`src/rtl/mux2_en_checked_if.sv`:
```
// Bus bundle for mux2_en_checked: data/select/enable/clear in, both registered
// mux results, the equivalence flags and the transition counter out.
interface mux2_en_checked_if #(
    parameter int WIDTH = 1,
    parameter int CNT_W = 8
);
    logic [WIDTH-1:0] a;
    logic [WIDTH-1:0] b;
    logic             s;
    logic             e;
    logic             clr;
    logic [WIDTH-1:0] w_struct;
    logic [WIDTH-1:0] w_assign;
    logic             mismatch;
    logic             mismatch_sticky;
    logic [CNT_W-1:0] toggle_cnt;

    modport master (
        output a, b, s, e, clr,
        input  w_struct, w_assign, mismatch, mismatch_sticky, toggle_cnt
    );

    modport slave (
        input  a, b, s, e, clr,
        output w_struct, w_assign, mismatch, mismatch_sticky, toggle_cnt
    );
endinterface

```
`src/rtl/mux2_en_checked.sv`:
```
// Registered 2:1 mux with enable, built twice (gate network and dataflow) and
// cross-checked. Optional compare logic is enabled by macro MUX2_EQUIV_CHECK_EN.
module mux2_en_checked #(
    parameter int WIDTH = 1,
    parameter int CNT_W = 8
) (
    input  logic              clk,
    input  logic              rst_n,
    mux2_en_checked_if.slave  bus
);
    localparam logic [CNT_W-1:0] CNT_MAX = '1;

    logic             s_n;
    logic [WIDTH-1:0] term_a;
    logic [WIDTH-1:0] term_b;
    logic [WIDTH-1:0] y_s;
    logic [WIDTH-1:0] y_a;

    logic [WIDTH-1:0] w_struct_q;
    logic [WIDTH-1:0] w_assign_q;
    logic [CNT_W-1:0] toggle_cnt_q;
    logic             toggle;

    // One shared inverter on the select feeds every bit slice of the gate path.
    not u_inv_s (s_n, bus.s);

    for (genvar i = 0; i < WIDTH; i++) begin : g_bit
        and u_and_a (term_a[i], bus.a[i], s_n,   bus.e);
        and u_and_b (term_b[i], bus.b[i], bus.s, bus.e);
        or  u_or_y  (y_s[i],    term_a[i], term_b[i]);
    end

    assign y_a = bus.e ? (bus.s ? bus.b : bus.a) : '0;

    always_ff @(posedge clk or negedge rst_n) begin
        if (!rst_n) begin
            w_struct_q <= '0;
            w_assign_q <= '0;
        end else begin
            w_struct_q <= y_s;
            w_assign_q <= y_a;
        end
    end

    // A transition is counted in the cycle whose capture changes w_assign.
    assign toggle = (y_a != w_assign_q);

    always_ff @(posedge clk or negedge rst_n) begin
        if (!rst_n) begin
            toggle_cnt_q <= '0;
        end else if (bus.clr) begin
            toggle_cnt_q <= '0;
        end else if (toggle && (toggle_cnt_q != CNT_MAX)) begin
            toggle_cnt_q <= toggle_cnt_q + 1'b1;
        end
    end

    assign bus.w_struct   = w_struct_q;
    assign bus.w_assign   = w_assign_q;
    assign bus.toggle_cnt = toggle_cnt_q;

`ifdef MUX2_EQUIV_CHECK_EN
    logic diff;
    logic mismatch_q;
    logic sticky_q;

    assign diff = |(y_s ^ y_a);

    always_ff @(posedge clk or negedge rst_n) begin
        if (!rst_n) begin
            mismatch_q <= 1'b0;
            sticky_q   <= 1'b0;
        end else begin
            mismatch_q <= diff;
            // clr beats a mismatch arriving in the same cycle.
            sticky_q   <= bus.clr ? 1'b0 : (sticky_q | diff);
        end
    end

    assign bus.mismatch        = mismatch_q;
    assign bus.mismatch_sticky = sticky_q;

`ifndef SYNTHESIS
    always @(posedge clk) begin
        if (rst_n && diff) begin
            $error("mux2_en_checked: path disagreement at %0t a=%h b=%h s=%b e=%b y_s=%h y_a=%h",
                   $time, bus.a, bus.b, bus.s, bus.e, y_s, y_a);
        end
    end
`endif
`else
    assign bus.mismatch        = 1'b0;
    assign bus.mismatch_sticky = 1'b0;
`endif

endmodule

```
`src/flat_wrapper.sv`:
```
// flat-port wrapper written by rule: the top's interface ports become plain ports
module mux2_en_checked_flat 
#(
    parameter int WIDTH = 1,
    parameter int CNT_W = 8
)
  (clk, rst_n, bus_a, bus_b, bus_s, bus_e, bus_clr, bus_w_struct, bus_w_assign, bus_mismatch, bus_mismatch_sticky, bus_toggle_cnt);
  mux2_en_checked_if #(.WIDTH(WIDTH), .CNT_W(CNT_W)) bus_i ();
  input  logic clk;
  input  logic rst_n;
  input wire logic [$bits(bus_i.a)-1:0] bus_a;
  input wire logic [$bits(bus_i.b)-1:0] bus_b;
  input wire logic [$bits(bus_i.s)-1:0] bus_s;
  input wire logic [$bits(bus_i.e)-1:0] bus_e;
  input wire logic [$bits(bus_i.clr)-1:0] bus_clr;
  output wire logic [$bits(bus_i.w_struct)-1:0] bus_w_struct;
  output wire logic [$bits(bus_i.w_assign)-1:0] bus_w_assign;
  output wire logic [$bits(bus_i.mismatch)-1:0] bus_mismatch;
  output wire logic [$bits(bus_i.mismatch_sticky)-1:0] bus_mismatch_sticky;
  output wire logic [$bits(bus_i.toggle_cnt)-1:0] bus_toggle_cnt;
  assign bus_i.a = bus_a;
  assign bus_i.b = bus_b;
  assign bus_i.s = bus_s;
  assign bus_i.e = bus_e;
  assign bus_i.clr = bus_clr;
  assign bus_w_struct = bus_i.w_struct;
  assign bus_w_assign = bus_i.w_assign;
  assign bus_mismatch = bus_i.mismatch;
  assign bus_mismatch_sticky = bus_i.mismatch_sticky;
  assign bus_toggle_cnt = bus_i.toggle_cnt;
  mux2_en_checked #(.WIDTH(WIDTH), .CNT_W(CNT_W)) u_core (.clk(clk), .rst_n(rst_n), .bus(bus_i));
endmodule
```
`config.mk`:
```
export PLATFORM = sky130hd
export DESIGN_NAME = mux2_en_checked_flat
export DESIGN_NICKNAME = d
export VERILOG_FILES = /design/src/rtl/mux2_en_checked_if.sv /design/src/rtl/mux2_en_checked.sv /design/src/flat_wrapper.sv
export SDC_FILE = /design/constraint.sdc
export NUM_CORES = 1
export LEC_CHECK = 0
export BUFFER_PORTS_ARGS = -buffer_cell sky130_fd_sc_hd__buf_2
export CAP_MARGIN = 40
export CORE_AREA = 2 2 39 41
export DETAILED_ROUTE_END_ITERATION = 10
export DIE_AREA = 0 0 41 43
export PLACE_DENSITY = 0.82
export SKIP_LAST_GASP = 1
export SLEW_MARGIN = 20
export SYNTH_ARGS = -nofsm -noshare
export SYNTH_HDL_FRONTEND = slang
export SYNTH_SLANG_ARGS = --single-unit
```
`constraint.sdc`:
```
create_clock -name clk -period 3.6 [get_ports clk]
set_input_delay 0.72 -clock clk [delete_from_list [all_inputs] [get_ports clk]]
set_output_delay 0.72 -clock clk [all_outputs]
set_load 0.03 [all_outputs]
```
After elaboration in Yosys (flattened, before gate mapping)
Index checks and enable logic that the tools add are counted.
{"block": "word_totals", "inputBits": 7, "word_cells": 16, "output_inout_bits": 12, "mem_bits_rw": 0, "rom_bits": 0, "latch_bits": 0, "mem_count": 0, "ff_bits": 10}
{"block": "classes", "shifts": 0, "n_reduce_logical": 4, "eq_ne": 2, "addsub": 1, "order_cmp": 0, "div": 0, "mux": 4, "mul": 0, "bitwise_logic": 2}
{"operator": "$mux W8", "n": 2}
{"operator": "$add A8 B1 Y8 const B", "n": 1}
{"operator": "$ne A8 B8 Y1 const B", "n": 1}
{"operator": "$reduce_and A3 Y1", "n": 2}
{"operator": "$mux W1", "n": 2}
{"operator": "$reduce_bool A2 Y1", "n": 1}
{"operator": "$logic_and A1 B1 Y1", "n": 1}
{"operator": "$ne A1 B1 Y1", "n": 1}
{"operator": "$not A1 Y1", "n": 1}
{"operator": "$or A1 B1 Y1", "n": 1}

Longest topological paths before layout
{"block": "depth", "word_depth": 6, "mapped_depth": 6}

Worst setup path before layout
No wires, ideal clock.
{"block": "synth_timing", "path_kind": "input port to flip-flop", "start": "input bus_s", "end": "register u_core.toggle_cnt_q[6] (netlist: u_core.bus.toggle_cnt[6])", "arrival_ns": 1.818, "n_path_buf": 0, "setup_time_ns": 0.125, "required_time_ns": 3.475, "stages": 5, "path_slack_ns": 1.657, "cell_sequence": "mux2_4 > o2bb2ai_2 > nor2_4 > nor3b_2 > mux2_4"}
{"block": "synth_between", "elab_chain_cells": 5}
{"item": "from (decl)", "line_no": "flat_wrapper.sv:13", "rtl": "input wire logic [$bits(bus_i.s)-1:0] bus_s;"}
{"item": "$mux W1 (2 in series)", "line_no": "mux2_en_checked.sv:33", "rtl": "assign y_a = bus.e ? (bus.s ? bus.b : bus.a) : '0;"}
{"item": "$ne A1 B1 Y1", "line_no": "mux2_en_checked.sv:46", "rtl": "assign toggle = (y_a != w_assign_q);"}
{"item": "$logic_and A1 B1 Y1", "line_no": "mux2_en_checked.sv:53", "rtl": "end else if (toggle && (toggle_cnt_q != CNT_MAX)) begin"}
{"item": "$reduce_bool A2 Y1 (no line)"}
{"item": "to (signal assigned)", "line_no": "mux2_en_checked.sv:54", "rtl": "toggle_cnt_q <= toggle_cnt_q + 1'b1;"}
{"item": "to (decl)", "line_no": "mux2_en_checked.sv:21", "rtl": "logic [CNT_W-1:0] toggle_cnt_q;"}
No other way between the ends.
A chain may end at the register's enable or synchronous reset.

Final worst setup path
Same ends and word-level chain as after synthesis.

==> impl_metrics.csv <==
group,metric,value,unit
clock_tree,cts_setup_buffers,0,
clock_tree,tritoncts,"done",
floorplan,die_h,43,µm
hold_path,hold_path.class,"in -> async",
finish,n_antenna_cell,0,
pwr,clkPwrFrac,0.318,
logic_synthesis,synthFlopType,"dfrtp_1",
floorplan,start_util,0.415,
sta,drv_slew,0,
floorplan,die_area,1760,µm²
drt,drtIter0Drc,6,
clock_tree,h-tree-depth,1,
sta,setup_viol,0,
clock_tree,cts_resized,0,
pwr,ir_worst_vdd,0.219,mV
placement,routabilityCongestion,0.843,
floorplan,die_x,41,µm
sta,fmax,0.549,GHz
finish,final_common_cell,"buf_2",
global_routing,grt.overflow.total,0,
sta,period_share,0.506,
floorplan,num_rows,14,
worst_setup_path,cp.required,3760,ps
placement,port_buffers,16,
logic_synthesis,ys_seq_area_frac,0.436,
sta,holdWs,293,ps
worst_setup_path,worstPathArrival,1980,ps
sta,rsz0062_at_grt,"no",
sta,min_period,1820,ps
sta,final_hold_viol_count,0,
clock_tree,cts-hold-fix-buffers,0,
finish,mostFrequentLayoutCells,"16 x buf_2, 10 x dfrtp_1, 8 x nor2_1",
worst_setup_path,r2r_slack,1890,ps
pwr,power_density,356,nW/µm²
finish,drive_gt1_frac,0.365,
pwr,p_int,171,µW
drt,drc,0,
clock_tree,numCtsBuffers,3,
sta,final.setup.tns,0,ps
pwr,p_leak,0.317,nW
worst_setup_path,crit_type,"in -> reg",
global_routing,grt_pass1_wl,1730,µm
pwr,switching_share,0.296,
pwr,p_switching,71.7,µW
drt,postRouteAntennaNets,0,
logic_synthesis,ys_seq_elements,10,
finish,syn_to_final_growth,18.7,%
drt,wl_per_cell,11.6,µm
placement,dpl.hpwl,807,µm
worst_setup_path,crit_fanout,6,
clock_tree,clock_path_buffers,2,
pwr,p_seq_frac,0.500,
pwr,power.share.combinational,0.181,
logic_synthesis,synth_edf_count,0,
finish,final_nets,84,
global_routing,antenna_found_initial,0,
clock_tree,clk_latency,270,ps
drt,routed_wirelength,1050,µm
finish,utilization,0.493,
outcome,outcome,"completed",
logic_synthesis,ys_types,25,
drt,firstDrtPassIters,4,
logic_synthesis,async_flop_share,1.00,
sta,fin_worst_skew,6.18,ps
logic_synthesis,synth.avg_cell_area,10.1,µm²
floorplan,core-area,1380,µm²
clock_tree,cts_sinks,10,
clock_tree,clkTransAtPathRegs,60,ps
floorplan,io_pins,19,
flow_run,drv_cap,0,
drt,vias,448,
clock_tree,cts_root_buffer,"clkbuf_4",
pwr,p_total,243,µW
logic_synthesis,yosysWarnings,0,
worst_setup_path,worstSetupStartpointType,"input pin",
global_routing,grt_max_degree,11,
drt,viasPerCell,4.98,
global_routing,grt_pass1_vias,385,
worst_setup_path,crit_path_end_kind,"flop",
logic_synthesis,netlist_area,574,µm²
global_routing,groute.usage.overall,0.148,
logic_synthesis,netlist_instances,57,
==> area by class of cell <==
class                   instances  area, µm²
multi-input cells              44        305
well taps                      16       20.0
inverters                       1       3.75
fillers                       133        702
clock buffers                   3       22.5
repair buffers                 16       80.1
flip-flops and latches         10        250
==> logic make-up (layout without fill, tap and decap cells) <==
| group | after synthesis | count (layout) | share of synthesized area |
|---|---|---|---|
| simple gates | 27 | 27 | 0.257 |
| compound gates | 6 | 6 | 0.0959 |
| mux | 2 | 2 | 0.0523 |
| fa+ha+maj | 1 | 1 | 0.0218 |
| xor+xnor | 6 | 6 | 0.0915 |
| flops | 10 | 10 | 0.436 |
| other cells | 1 | 2 | 0.00653 |
| buf+inv | 4 | 20 | 0.0392 |
==> registers in the layout, indices dropped and copies added, names as in the netlist <==
signal                 count
u_core.bus.toggle_cnt      8
u_core.bus.w_assign        1
u_core.bus.w_struct        1
==> power groups by stage <==
stage / Sequential (mW) / Clock (mW) / Combinational [mW]
6_report: 0.121 / 0.0773 / 0.0440
2_1_floorplan: 0.132 / 0 / 0.0238
3_5_place_dp: 0.123 / 0 / 0.0444
4_1_cts: 0.121 / 0.0778 / 0.0444
3_3_place_gp: 0.123 / 0 / 0.0433
5_1_grt: 0.122 / 0.0830 / 0.0480
==> final timing paths <==
kind                                           from                  endpoint  cells after the start
max                                           bus_s  u_core.bus.toggle_cnt[6]                      6
min                                           rst_n  u_core.bus.toggle_cnt[0]                      1
max reg2reg                u_core.bus.toggle_cnt[0]  u_core.bus.toggle_cnt[6]                      6
min reg2reg                u_core.bus.toggle_cnt[1]  u_core.bus.toggle_cnt[1]                      2
max in group asynchronous                     rst_n       u_core.bus.w_struct                      1
min in group clk           u_core.bus.toggle_cnt[1]  u_core.bus.toggle_cnt[1]                      2
==> Yosys cell counts (2+ instances only) <==
| master | n | share of area |
|---|---|---|
| dfrtp_1 | 10 | 0.44 |
| nor2_1 | 8 | 0.052 |
| xnor2_1 | 5 | 0.076 |
| nand3_1 | 4 | 0.035 |
| nand2_1 | 3 | 0.020 |
| nor3_1 | 3 | 0.026 |
| a21oi_1 | 2 | 0.017 |
| and2_1 | 2 | 0.022 |
| and2_2 | 2 | 0.026 |
| buf_4 | 2 | 0.026 |
| mux2_4 | 2 | 0.052 |
==> routing by layer <==
layer  up-vias  track usage  share of wire
li1        224            -              -
met1       207        0.209           0.46
met2        14        0.203           0.45
met3         3       0.0471          0.062
met4         0       0.0600          0.021
met5         -            0              0
==> critical path: stages <==
cell and delay (ps):
buf_2 100, mux2_4 330, o2bb2ai_2 180, nor2_4 140, nor3b_2 200, mux2_4 310
==> per-stage QoR <==
| stage | instance area, µm² | setup WS (ps) | instances |
|---|---|---|---|
| after detailed placement | 659 | 1490 | 87 |
| final | 682 | 1780 | 90 |
| after global placement | 659 | 1520 | 87 |
| after global routing | 682 | 1720 | 90 |
| after floorplan | 578 | 1660 | 58 |
| after CTS | 682 | 1780 | 90 |
Power figures use the tool's default switching activity.
